$ cat config.mk
export PLATFORM = sky130hd
export DESIGN_NAME = button_event_arbiter
export DESIGN_NICKNAME = d
export VERILOG_FILES = /design/src/rtl/button_event_arbiter.sv
export SDC_FILE = /design/constraint.sdc
export NUM_CORES = 1
export LEC_CHECK = 0
export CAP_MARGIN = 20
export CORE_UTILIZATION = 60
export DETAILED_ROUTE_END_ITERATION = 10
export PLACE_DENSITY = 0.83
export SLEW_MARGIN = 15
export SYNTH_ARGS = -nofsm -noshare
export SYNTH_HDL_FRONTEND = slang
export SYNTH_SLANG_ARGS = --single-unit
$ cat constraint.sdc
create_clock -name clk -period 8.2 [get_ports clk]
set_input_delay 2.05 -clock clk [delete_from_list [all_inputs] [get_ports clk]]
set_output_delay 2.05 -clock clk [all_outputs]
set_load 0.02 [all_outputs]
$ cat src/rtl/button_event_arbiter.sv
// button_event_arbiter: samples N push buttons, keeps one pending event per
// button and serialises them round-robin over a valid/ready handshake.
module button_event_arbiter #(
    parameter int N   = 4,
    parameter int DIV = 100000,
    parameter int IDW = 2
) (
    input  logic           clk,
    input  logic           reset,
    input  logic [N-1:0]   btn,
    output logic           evt_valid,
    output logic [IDW-1:0] evt_id,
    input  logic           evt_ready,
    output logic [N-1:0]   pending,
    output logic [7:0]     miss_cnt
);
    localparam int CW = (DIV > 1) ? $clog2(DIV) : 1;
    localparam logic [CW-1:0]  CNT_MAX = CW'(DIV - 1);
    localparam logic [IDW-1:0] ID_MAX  = IDW'(N - 1);

    typedef enum logic {
        IDLE,
        OFFER
    } state_t;

    state_t         state_q, state_d;
    logic [N-1:0]   sync1_q, sync2_q;
    logic [N-1:0]   prev_q, prev_d;
    logic [N-1:0]   pend_q, pend_d;
    logic [CW-1:0]  cnt_q, cnt_d;
    logic [IDW-1:0] id_q, id_d;
    logic [IDW-1:0] rr_q, rr_d;
    logic [7:0]     miss_q, miss_d;
    logic [8:0]     miss_sum;
    logic [N-1:0]   rise, acc_vec, miss;
    logic [IDW-1:0] pick;
    logic           strobe, accept;

    function automatic logic [4:0] popcount(input logic [N-1:0] v);
        logic [4:0] c;
        c = '0;
        for (int i = 0; i < N; i++) begin
            c = c + {4'b0, v[i]};
        end
        return c;
    endfunction

    // Highest k is visited first, so the lowest offset from ptr wins.
    function automatic logic [IDW-1:0] rr_pick(
        input logic [N-1:0]   req,
        input logic [IDW-1:0] ptr
    );
        logic [IDW-1:0] sel;
        logic [IDW-1:0] jj;
        int             j;
        sel = ptr;
        for (int k = N - 1; k >= 0; k--) begin
            j = int'(ptr) + k;
            if (j >= N) begin
                j = j - N;
            end
            jj = IDW'(j);
            if (req[jj]) begin
                sel = jj;
            end
        end
        return sel;
    endfunction

    assign strobe   = (cnt_q == CNT_MAX);
    assign cnt_d    = strobe ? '0 : cnt_q + 1'b1;
    assign prev_d   = strobe ? sync2_q : prev_q;
    assign rise     = {N{strobe}} & sync2_q & ~prev_q;
    assign accept   = (state_q == OFFER) && evt_ready;
    assign acc_vec  = accept ? (N'(1) << id_q) : '0;
    assign pend_d   = (pend_q & ~acc_vec) | rise;
    assign miss     = rise & pend_q & ~acc_vec;
    assign miss_sum = {1'b0, miss_q} + {4'b0, popcount(miss)};
    assign miss_d   = miss_sum[8] ? 8'hFF : miss_sum[7:0];
    assign pick     = rr_pick(pend_q, rr_q);

    always_comb begin
        state_d = state_q;
        id_d    = id_q;
        rr_d    = rr_q;
        unique case (state_q)
            IDLE: begin
                if (|pend_q) begin
                    id_d    = pick;
                    state_d = OFFER;
                end
            end
            OFFER: begin
                if (evt_ready) begin
                    state_d = IDLE;
                    rr_d    = (id_q == ID_MAX) ? '0 : id_q + 1'b1;
                end
            end
            default: state_d = IDLE;
        endcase
    end

    always_ff @(posedge clk or posedge reset) begin
        if (reset) begin
            sync1_q <= '0;
            sync2_q <= '0;
            cnt_q   <= '0;
            prev_q  <= '0;
            pend_q  <= '0;
            miss_q  <= '0;
            state_q <= IDLE;
            id_q    <= '0;
            rr_q    <= '0;
        end else begin
            sync1_q <= btn;
            sync2_q <= sync1_q;
            cnt_q   <= cnt_d;
            prev_q  <= prev_d;
            pend_q  <= pend_d;
            miss_q  <= miss_d;
            state_q <= state_d;
            id_q    <= id_d;
            rr_q    <= rr_d;
        end
    end

    assign evt_valid = (state_q == OFFER);
    assign evt_id    = id_q;
    assign pending   = pend_q;
    assign miss_cnt  = miss_q;

endmodule
After elaboration in Yosys (flattened, before gate mapping)
Index checks and enable logic that the tools add are counted. W data, S select, Z words.

Latch bits: 0. Memories kept: 0. Bits in read-only memories: 0. Memory bits (writable): 0. Word-level logic and storage cells: 69. Register bits after elaboration: 46.

Bitwise logic cells: 9. Multiplexer cells: 23. Reduce and logical (&&, ||, !) cells: 4. Div/mod/pow operators: 0. Shift-type cells: 1. Equal/unequal tests: 2. $lt $le $gt $ge: 8. Multiply operators: 0. Add/sub/neg operators: 13.

Operator list (number): $and A4 B4 Y4 (5); $mux W2 (9); $add A17 B1 Y17 const B (1); $eq A17 B17 Y1 const B (1); $mux W17 (1); $lt A2 B3 Y1 const B (4); $add A8 B4 Y9 (1); $ge A3 B3 Y1 const B (3); $bmux W1 S2 (4); $mux W8 (1); $not A4 Y4 (2); $sub A2 B1 Y2 const B (4); $add A2 B2 Y3 const B (2); $mux W1 (6); $add A3 B1 Y4 (1); $mux W4 (1); $or A4 B4 Y4 (1); $reduce_and A2 Y1 (2); $reduce_or A4 Y1 (1); $shl A1 B2 Y4 const A (1); $add A2 B1 Y3 (1); $add A2 B1 Y3 const B (1); $ge A2 B3 Y1 const B (1); $add A1 B1 Y2 (1); 5 further kinds (5).

Depth between registers and ports, before layout
Gate-level depths: netlist of run 1.

Word-level depth: 10. Gate-level depth with buffers: 13.

Worst setup path before layout of run 1
Ideal clock, no wire load.

Kind: input to register. From: input evt_ready. To: register miss_q[1] (netlist: miss_cnt[1]). Stages on the path: 12. Arrival time: 4.226 ns. Library setup time: 0.071 ns. Path slack: 3.903 ns. Path through: and2_1 clkbuf_1 nand2_1 nand3_1 fa_1 fa_1 inv_1 fa_1 nand2_1 nor2_1 nand3_1 nand2b_1.

Word-level cells in the longest chain between the ends: 9.

RTL lines: start: declaration (RTL line 13) `input logic evt_ready,`; $logic_and A1 B1 Y1 * (RTL line 74) `assign accept = (state_q == OFFER) && evt_ready;`; $mux W4 * (RTL line 75) `assign acc_vec = accept ? (N'(1) << id_q) : '0;`; $not A4 Y4 * (RTL line 77) `assign miss = rise & pend_q & ~acc_vec;`; $and A4 B4 Y4 * (RTL line 77); $add A1 B1 Y2 (RTL line 43) `c = c + {4'b0, v[i]};`; $add A2 B1 Y3 (RTL line 43); $add A3 B1 Y4 * (RTL line 43); $add A8 B4 Y9 * (RTL line 78) `assign miss_sum = {1'b0, miss_q} + {4'b0, popcount(miss)};`; $mux W8 * (RTL line 79) `assign miss_d = miss_sum[8] ? 8'hFF : miss_sum[7:0];`; via miss_d[1] (RTL line 33) `logic [7:0] miss_q, miss_d;`; end signal: assignment (RTL line 120) `miss_q <= miss_d;`; end: declaration (RTL line 33).

Mark *: on every way through the listed nets, which the timed path passes. The rest lies on a longest branch. A chain may end at the register's enable or synchronous reset.

Worst setup path after layout of run 1
From: input evt_ready. To: register miss_q[5] (netlist: miss_cnt[5]).

Same word-level chain as after synthesis.

==> results of run 1 <==
## kinds of logic after synthesis
kind of cell | count (synthesis) | synth area share (%)
multiplexers | 8 | 4.009
XOR/XNOR | 18 | 7.216
AND/OR/NAND/NOR | 79 | 23.08
adder cells (fa/ha/maj) | 9 | 6.186
buffers and inverters | 10 | 1.718
flip-flops | 46 | 52.69
AO/OA/AOI/OAI | 17 | 5.098
## metrics by stage
stage | power, uW | cells | hold WS (ps) | worst slack, ps | area [sq um]
after floorplan | 241.3 | 187 | 331.2 | 3903 | 2185
after global placement | 246.6 | 254 | 336.6 | 3427 | 2456
after detailed placement | 247.3 | 254 | 338.7 | 3250 | 2456
after CTS | 420.9 | 262 | 360.0 | 3631 | 2567
after global routing | 434.7 | 262 | 363.6 | 3424 | 2567
final | 417.5 | 262 | 352.6 | 3621 | 2567
## cell usage in the layout, fill, tap and decap left out, drive strengths merged, types with 3 or more instances in the layout
cell            n
nand2          19
fa              3
mux2            6
ha              6
clkdlybuf4s50  21
clkbuf          6
nor3            5
nor4            3
nor2           15
dfrtp          46
a21o            4
and2            3
nand4           6
a21oi           5
xor2            6
nor3b           4
inv             9
xnor2          12
nand2b          3
nand3          13
## worst max-delay path, delay by kind of cell
family	cells	cell delay (ps)
fa+ha+maj	3	1140
buf+inv	2	530
simple gates	7	1160
## how the worst min path moves through the flow
stage	start	end	slack, ps	depth (start not counted)
after detailed placement	sync1_q[0]	sync2_q[0]	340	0
after CTS	sync1_q[3]	sync2_q[3]	360	0
final	sync1_q[3]	sync2_q[3]	350	0
after floorplan	sync1_q[0]	sync2_q[0]	330	0
after global routing	sync1_q[3]	sync2_q[3]	360	0
after global placement	sync1_q[0]	sync2_q[0]	340	0
## flip-flops by register name, summed over array words and instances, names as in the netlist
signal	cells
cnt_q	17
miss_cnt	8
pending	4
prev_q	4
sync1_q	4
sync2_q	4
evt_id	2
rr_q	2
evt_valid	1
## where the power goes
group / switching, uW / total, uW / internal [uW]
registers: 1.73 / 231 / 230
clock network: 71.6 / 175 / 103
logic: 6.41 / 11.2 / 4.80
## per-layer routing
layer  vias up  track usage [%]  share of wire (%)
li1        698                -                  -
met5         -                0                  0
met1       733            30.08                 44
met4         0            13.08                2.8
met2        41            37.09                 49
met3        11            5.882                3.7
## area by class of cell
class / count / area, sq um / share of cell area, %
multi-input cells: 131 / 996.0 / 38.79
clock buffers: 6 / 51.30 / 1.998
well taps: 46 / 57.56 / 2.242
inverters: 9 / 33.78 / 1.316
flip-flops and latches: 46 / 1151 / 44.83
repair buffers: 22 / 217.7 / 8.480
clock inverters: 2 / 60.06 / 2.339
==> summary.txt, run 1 <==
Yosys
  • Area contributors post-synth: dfrtp_1 (53%), xnor2_1 (4.8%), ha_1 (3.4%), nand2_1 (3.3%), mux2_2 (3.1%)
  • Net Count, Synth: 203
  • Top_reg_cell synth: dfrtp_1
  • Most numerous cell in the Yosys netlist: dfrtp_1
  • Post-synthesis area per instance: 11.68 sq um
  • Most instantiated cells after synthesis: dfrtp_1 (46), nand2_1 (19), nor2_1 (15)
  • Top cell type's share of synthesized area: between 50% and 60%
  • Register area share after synthesis: 52.69%
  • Yosys top cell by area: dfrtp_1
  • Seq cells post-synth: 46
  • Synth warn: 0
  • Post-Syn Area: 0.002185 sq mm
  • Netlist cell types: 36
  • Number of enable flip-flop cells after synthesis: 0
  • Syn Inst Count: around 190
  • Ys async rst share: between 90% and 100%

Power and ir drop
  • PD cells: 162.6 mW/mm^2
  • Worst VDD drop: ~130 uV
  • Leak: 0.001191 uW

Critical path
  • Slowest CP cell: fa_1
  • Worst path arrival time: about 4900 ps
  • Required @ worst endpoint: 8490 ps
  • Worst-path fanout max: 7
  • Crit start category: input port
  • Critical Path Start: evt_ready
  • Worst path cell trace: clkdlybuf4s50_1, and2_1, nand2_1, nand3_1, fa_1, fa_1, inv_1, fa_1, nand2_1, nor2_1, nand3_1, nand2_1
  • Worst reg2reg path depth: 13
  • Flop-to-flop setup slack: 4500 ps
  • Worst setup path class: in -> reg
  • R2r startpoint: cnt_q[0]
  • Crit Reg-Reg Endpoint: miss_cnt[5]
  • Crit path largest cell delay: 470 ps
  • CP Capture Point: miss_cnt[5]
  • Worst Setup End Kind: register

Place
  • Port bufs: 21
  • Final HPWL DP: 2800 um
  • GPL Wtd Cong: 0.8524

STA
  • Crit path time final: 4579 ps
  • Setup TNS: 0 ps
  • Worst Max-Slew Pin Slew: 547.5 ps
  • Post-Route Skew: ~24 ps
  • Fmax: between 200 and 250 MHz
  • Setup violators final: 0
  • Fin crit share: a little under three fifths
  • Slew margin rel.: a little under two thirds
  • Unrepaired setup endpoints after global routing: no
  • Max-slew violations: 0
  • Hold Violations, Final: 0

Clock tree
  • TritonCTS clock tree: built
  • Setup Fix Bufs, Post-CTS: 0
  • Clock-pin slew on the worst setup and hold paths: around 130 ps
  • Worst skew pair latency: 370 ps
  • Post-CTS sizing: 0
  • CTS sink cnt: 46
  • Clock Path Buffers: 2
  • Num CTS Buffers: 5
  • Clock Tree Root: clkbuf_4
  • H-tree depth: 2
  • Hold_buf cts: 0

Route
  • Initial DRC Count: 89
  • Routed via count: 1483
  • Routed WL per cell: 14.90 um
  • Drt pass-1 iters: 4
  • Final WL: 3903 um
  • Number of vias per cell: about 5.7
  • Final ANT Viol Nets: 0
  • # DRC: 0

Run status
  • Status: finished clean

Die
  • Boundary pin count: 22
  • Die area: 0.003886 sq mm
  • Die Span X: 62.34 um
  • Effective utilization at floorplan: 63.96%
  • Core area: 0.003416 sq mm
  • Die height: 62.34 um
  • Rows: 21

Global routing
  • First-pass GRT wire length: 6962 um
  • Initial antenna violation count: 0
  • Total Routing Usage GR: 23.61%
  • Number of global-route vias before repair: 1551
  • Grt ovf: 0
  • Largest net degree at the start of global routing: 47

Flow run
  • # Max-Cap Violations: 0

Layout
  • Layout cells sized above 1: 12.04%
  • Synthesis-to-finish area growth: 17.53%
  • Fillers: between 200 and 250
  • # diodes: 0
  • Fin nets: 231
  • Util after Layout: about three quarters

Worst hold path
  • Type of the worst min-delay path: reg -> reg
Note: power is estimated with default switching activity, not from simulation.
==> run 2: changes to the inputs <==
--- a/config.mk
+++ b/config.mk
@@ -6,9 +6,9 @@
 export NUM_CORES = 1
 export LEC_CHECK = 0
 export CAP_MARGIN = 20
-export CORE_UTILIZATION = 60
+export CORE_UTILIZATION = 50
 export DETAILED_ROUTE_END_ITERATION = 10
-export PLACE_DENSITY = 0.83
+export PLACE_DENSITY = 0.74
 export SLEW_MARGIN = 15
 export SYNTH_ARGS = -nofsm -noshare
 export SYNTH_HDL_FRONTEND = slang
==> constraint.sdc (replaced) <==
create_clock -name clk -period 3.8 [get_ports clk]
set_input_delay 0.95 -clock clk [delete_from_list [all_inputs] [get_ports clk]]
set_output_delay 0.95 -clock clk [all_outputs]
set_load 0.02 [all_outputs]
==> run 2 against run 1 <==
  * Critical path depth increased by 1
  * Cell area about the same
  * Die area increased by 19%
  * Sequential share of layout area about the same
  * Clock skew decreased by 17 ps
  * Global-route usage decreased by 5.1 points
  * Clock-buffer cell count decreased by 1
  * Flip-flop and latch count unchanged
  * Critical endpoint is now miss_cnt[1]
==> summary.txt, run 2 (same netlist as run 1, synthesis figures left out) <==
Run status
  • Status: finished clean

Layout
  • Fillers: 324 (+40%)
  • Synthesis-to-finish area growth: 17.58% (about the same)
  • Max FFs per register: 17 (unchanged)
  • Util after Layout: 62.86% (-12 points)
  • # diodes: 0 (unchanged)
  • Most frequent cells in the layout: dfrtp_1 (46), clkdlybuf4s50_1 (21), nand2_1 (19)
  • Fin nets: 232 (+0.43%)
  • Commonest non-fill, non-tap cell in the layout: dfrtp_1
  • Largest Register: cnt_q
  • Non-Filler Instances: 267 (+1.9%)
  • Layout cells sized above 1: 13.82% (+1.8 points)

Critical path
  • Worst setup path class: reg -> reg
  • Critical Path Start: cnt_q[0]
  • Worst Path Buf+Inv: 1 (-1)
  • Levels on crit path: 13 (+1)
  • Worst path arrival time: 3720 ps (-1150 ps)
  • Crit path largest cell delay: 510 ps (+40 ps)
  • R2r startpoint: cnt_q[0]
  • Crit start category: register
  • CP Capture Point: miss_cnt[1]
  • Required @ worst endpoint: 4030 ps (-4460 ps)
  • Crit Reg-Reg Endpoint: miss_cnt[1]
  • Slowest CP cell: fa_1
  • Worst Setup End Kind: register
  • Worst-path fanout max: 10 (+3)
  • Worst reg2reg path depth: 13 (unchanged)
  • Worst path cell trace: ha_1, and4_2, nand4_4, nor3b_2, nand3_1, fa_1, fa_1, inv_1, fa_1, nand2_1, nor2_1, nand3_2, nand2b_1
  • CP top delay family: simple AND/OR/NAND/NOR gates
  • Critical Path Most Common Cell: fa_1
  • Flop-to-flop setup slack: 310 ps (-4190 ps)

STA
  • Slew margin rel.: 57.82% (-5.7 points)
  • Hold Violations, Final: 0 (unchanged)
  • Unrepaired setup endpoints after global routing: no
  • Worst Max-Slew Pin Slew: 631.8 ps (+84.29 ps)
  • Fmax: about 290 MHz
  • Crit path time final: 3488 ps
  • Setup TNS: 0 ps (unchanged)
  • Post-Route Skew: 6.433 ps (-17.32 ps)
  • Setup violators final: 0 (unchanged)
  • Fin crit share: slightly above 90%
  • Max-slew violations: 0 (unchanged)

Flow run
  • # Max-Cap Violations: 0 (unchanged)

Die
  • Core area: 0.004086 sq mm (+20%)
  • Die Span X: 68.10 um (+9.2%)
  • Boundary pin count: 22 (unchanged)
  • Die area: 0.004638 sq mm (+19%)
  • Rows: 23 (+9.5%)
  • Die height: 68.10 um (+9.2%)
  • Effective utilization at floorplan: 53.46% (-10 points)

Power and ir drop
  • Int Pwr: 639.0 uW (+89%)
  • Clk network pwr share: 36.7% (-5.2 points)
  • Leak: 0.001181 uW (-0.78%)
  • Net Sw Power: 188.3 uW (+140%)
  • Sequential power share: 60.3% (+4.9 points)
  • Sw Ratio: 22.76% (+3.7 points)
  • Combinational power share: 3.1% (+0.4 points)
  • Worst VDD drop: 279.7 uV (+110%)
  • PD cells: 322.1 mW/mm^2 (+98%)

Clock tree
  • Clock Path Buffers: 2 (unchanged)
  • Num CTS Buffers: 5 (unchanged)
  • H-tree depth: 2 (unchanged)
  • Hold_buf cts: 0 (unchanged)
  • Clock Tree Root: clkbuf_8
  • TritonCTS clock tree: built
  • Clock-pin slew on the worst setup and hold paths: 90 ps (-40 ps)
  • Worst skew pair latency: 300 ps (-70 ps)
  • CTS sink cnt: 46 (unchanged)

Route
  • Final ANT Viol Nets: 0 (unchanged)
  • Metal-1 WL: 1813 um (+4.4%)
  • Final WL: 3792 um (-2.8%)
  • Number of vias per cell: 5.330 (-5.8%)
  • Routed WL per cell: 14.20 um (-4.7%)
  • Met2 wire length: 1858 um (-2.8%)
  • Met3 wire len: 100 um (-31%)
  • # DRC: 0 (unchanged)
  • Highest Signal Layer: met4
  • Initial DRC Count: 69 (-22%)
  • Routed via count: 1423 (-4.0%)
  • Drt pass-1 iters: 4 (unchanged)

Global routing
  • Grt ovf: 0 (unchanged)
  • Total Routing Usage GR: 18.52% (-5.1 points)
  • First-pass GRT wire length: 6244 um (-10%)
  • Number of global-route vias before repair: 1402 (-9.6%)
  • Largest net degree at the start of global routing: 31 (-34%)
  • Initial antenna violation count: 0 (unchanged)

Place
  • Port bufs: 21 (unchanged)
  • Final HPWL DP: 2806 um (+0.23%)
  • GPL Wtd Cong: 0.8623 (+1.2%)
  • Placed cells: 259 (+2.0%)

Worst hold path
  • Type of the worst min-delay path: reg -> reg
## run 2: worst min-delay path by stage
stage                          start    endpoint  slack, ps  depth (start not counted)
final                     sync1_q[3]  sync2_q[3]        360                          0
after global routing      sync1_q[3]  sync2_q[3]        360                          0
after CTS                 sync1_q[1]  sync2_q[1]        360                          0
after detailed placement  sync1_q[1]  sync2_q[1]        340                          0
after global placement    sync1_q[1]  sync2_q[1]        330                          0
after floorplan           sync1_q[0]  sync2_q[0]        330                          0
## run 2: layout make-up
cell class	instances	area (sq um)	share of cell area (%)
clock inverter	3	25.02	0.9742
tap	50	62.56	2.435
clock buffer	5	68.82	2.679
multi-input combinational	131	1002	39.02
sequential	46	1151	44.81
timing repair buffer	23	225.2	8.768
inverter	9	33.78	1.315
## run 2: timing repair
item                                    in CTS  in global routing
hold endpoints to repair                     0                  0
endpoints found under the setup margin       0                  6
setup buffers                                0                  0
gates resized for setup                      0                  2
## run 2: layer usage
layer  vias up  global-route usage, %
met1       706                  24.86
li1        699                      -
met5         -                      0
met2        16                  29.04
met4         0                  5.729
met3         2                  5.167
## run 2: metrics by stage
| stage | hold WS (ps) | total power, uW | setup WS, ps | cell area [sq um] |
|---|---|---|---|---|
| CTS | 360.1 | 839.4 | 215.5 | 2562 |
| detailed placement | 338.7 | 534.8 | 99.32 | 2469 |
| global placement | 334.1 | 533.6 | 231.1 | 2469 |
| global route | 365.0 | 866.7 | 39.13 | 2569 |
| floorplan | 331.2 | 520.6 | 603.4 | 2185 |
| finish | 358.3 | 827.3 | 311.9 | 2569 |
## run 2: power by group through the flow
stage	logic, uW	clock network, uW	registers (uW)
after floorplan	12.1	0	509
after global placement	25.4	0	508
after detailed placement	26.2	0	509
after CTS	26.3	314	499
after global routing	28.8	338	500
final	25.3	303	499
==> run 3: changes to the inputs <==
--- a/config.mk
+++ b/config.mk
@@ -9,6 +9,7 @@
 export CORE_UTILIZATION = 50
 export DETAILED_ROUTE_END_ITERATION = 10
 export PLACE_DENSITY = 0.74
+export SETUP_SLACK_MARGIN = 0.15
 export SLEW_MARGIN = 15
 export SYNTH_ARGS = -nofsm -noshare
 export SYNTH_HDL_FRONTEND = slang
==> run 3 against run 2 <==
  * Flip-flop and latch count did not move
  * Clock power hardly changed
  * Via count grew 1.7%
  * Sequential power barely moved
  * Clock-buffer cell count did not move
  * Setup slack improved by 56 ps
  * Critical path depth stayed put
  * Cell count increased by 1.5%
  * Critical endpoint unchanged
  * Highest routed layer unchanged
==> summary.txt, run 3 (same netlist as run 1, synthesis figures left out) <==
Run status
  • Status: finished clean

Critical path
  • R2r startpoint: cnt_q[0]
  • Flop-to-flop setup slack: 370 ps (+60 ps)
  • Worst reg2reg path depth: 13 (unchanged)
  • Worst-path fanout max: 6 (-4)
  • Crit path largest cell delay: 510 ps (about the same)
  • Required @ worst endpoint: 4030 ps (about the same)
  • Critical Path Most Common Cell: fa_1
  • Worst Setup End Kind: register
  • CP top delay family: adder cells
  • Worst setup path class: reg -> reg
  • Worst Path Buf+Inv: 1 (unchanged)
  • Slowest CP cell: fa_1
  • Crit start category: register
  • Levels on crit path: 13 (unchanged)
  • Worst path cell trace: ha_1, and4_2, nand4_4, nor3b_4, nand3_1, fa_1, fa_1, inv_1, fa_1, nand2_1, nor2_1, nand3_2, nand2b_1
  • Worst path arrival time: 3670 ps (-50 ps)
  • Crit Reg-Reg Endpoint: miss_cnt[1]

Die
  • Die height: 68.10 um (unchanged)
  • Die area: 0.004638 sq mm (unchanged)
  • Rows: 23 (unchanged)
  • Boundary pin count: 22 (unchanged)
  • Core area: 0.004086 sq mm (unchanged)
  • Die Span X: 68.10 um (unchanged)
  • Effective utilization at floorplan: 53.46% (unchanged)

Power and ir drop
  • PD cells: 317.0 mW/mm^2 (-1.6%)
  • Leak: 0.001198 uW (+1.4%)
  • Worst VDD drop: 289.8 uV (+3.6%)

STA
  • Hold Violations, Final: 0 (unchanged)
  • Post-Route Skew: 5.568 ps (-0.8650 ps)
  • Unrepaired setup endpoints after global routing: no
  • Fin crit share: 90.31% (-1.5 points)
  • Setup TNS: 0 ps (unchanged)
  • Slew margin rel.: 57.57% (-0.25 points)
  • Setup violators final: 0 (unchanged)
  • Max-slew violations: 0 (unchanged)
  • Fmax: 291.4 MHz (+1.6%)
  • Crit path time final: 3432 ps (-56.34 ps)
  • Worst Max-Slew Pin Slew: 635.5 ps (+3.701 ps)
  • Final worst slack: 368.3 ps (+56.34 ps)

Layout
  • Synthesis-to-finish area growth: 19.53%
  • Fillers: 316 (-2.5%)
  • Fin nets: 236 (+1.7%)
  • Largest Register: cnt_q
  • Most frequent cells in the layout: dfrtp_1 (46), clkdlybuf4s50_1 (21), nand2_1 (19)
  • Layout cells sized above 1: 15.38% (+1.6 points)
  • Util after Layout: 63.90% (+1.0 points)
  • Max FFs per register: 17 (unchanged)
  • Commonest non-fill, non-tap cell in the layout: dfrtp_1
  • # diodes: 0 (unchanged)

Worst hold path
  • Hold Path Stages: 0 (unchanged)
  • Type of the worst min-delay path: reg -> reg
  • HP Start: sync1_q[3]
  • Min-Delay Endpoint: sync2_q[3]

Clock tree
  • H-tree depth: 2 (unchanged)
  • Clock Path Buffers: 2 (unchanged)
  • Num CTS Buffers: 5 (unchanged)
  • Worst skew pair latency: 300 ps (about the same)
  • CTS sink cnt: 46 (unchanged)
  • TritonCTS clock tree: built
  • Clock Tree Root: clkbuf_8
  • Clock-pin slew on the worst setup and hold paths: 90 ps (about the same)

Route
  • Drt pass-1 iters: 5 (+1)
  • Final ANT Viol Nets: 0 (unchanged)
  • # DRC: 0 (unchanged)
  • Final WL: 3841 um (+1.3%)
  • Initial DRC Count: 56 (-19%)
  • Routed WL per cell: 14.17 um (-0.20%)
  • Routed via count: 1447 (+1.7%)
  • Number of vias per cell: 5.339 (+0.19%)

Global routing
  • Grt ovf: 0 (unchanged)
  • Largest net degree at the start of global routing: 31 (unchanged)
  • Total Routing Usage GR: 18.52% (unchanged)
  • Initial antenna violation count: 0 (unchanged)
  • Number of global-route vias before repair: 1402 (unchanged)
  • First-pass GRT wire length: 6244 um (unchanged)

Place
  • Final HPWL DP: 2806 um (unchanged)
  • GPL Wtd Cong: 0.8623 (unchanged)
  • Port bufs: 21 (unchanged)
  • Pre-CTS setup slack: 99.32 ps (unchanged)

Flow run
  • # Max-Cap Violations: 0 (unchanged)
run 3: cell count changes in the layout (fill, tap and decap cells not counted), sizes merged:
cell	previous run	this run
buf	2	6
run 3: power breakdown:
part           leakage [uW]  internal, uW  switching, uW  total, uW
Clock             0.0000447           133            171        303
Sequential         0.000600           495           3.52        499
Combinational      0.000554          11.4           14.3       25.7
Total               0.00120           639            188        828
run 3: timing repair:
item / 4_1_cts / 5_1_grt
hold buffers: 0 / 0
resized for setup: 0 / 4
endpoints found under the setup margin: 0 / 7
buffers inserted: 0 / 4
run 3: cell type report:
type	instances	area [sq um]	share of cell area (%)
multi-input cells	131	1015	38.86
repair buffers	27	255.2	9.775
flip-flops and latches	46	1151	44.08
clock buffers	5	68.82	2.635
clock inverters	3	25.02	0.9583
well taps	50	62.56	2.396
inverters	9	33.78	1.294
run 3: how the worst max path moves through the flow:
stage,from,end,slack (ps)
after floorplan,evt_ready,miss_cnt[1],600
after global placement,evt_ready,miss_cnt[1],230
after detailed placement,evt_ready,miss_cnt[1],100
after CTS,cnt_q[0],miss_cnt[1],220
after global routing,cnt_q[0],miss_cnt[1],130
final,cnt_q[0],miss_cnt[1],370
run 3: per-layer routing:
| layer | global-route usage [%] | share of wire (%) |
|---|---|---|
| met1 | 24.86 | 47 |
| met2 | 29.04 | 49 |
| met3 | 5.167 | 2.8 |
| met4 | 5.729 | 0.49 |
| met5 | 0 | 0 |
run 3: per-stage QoR:
step	hold slack, ps	cells	total power, uW	cell area (sq um)
CTS	360.1	267	839.4	2562
detailed placement	338.7	259	534.8	2469
global placement	334.1	259	533.6	2469
finish	358.0	271	827.8	2611
floorplan	331.2	187	520.6	2185
global route	365.0	271	867.2	2611
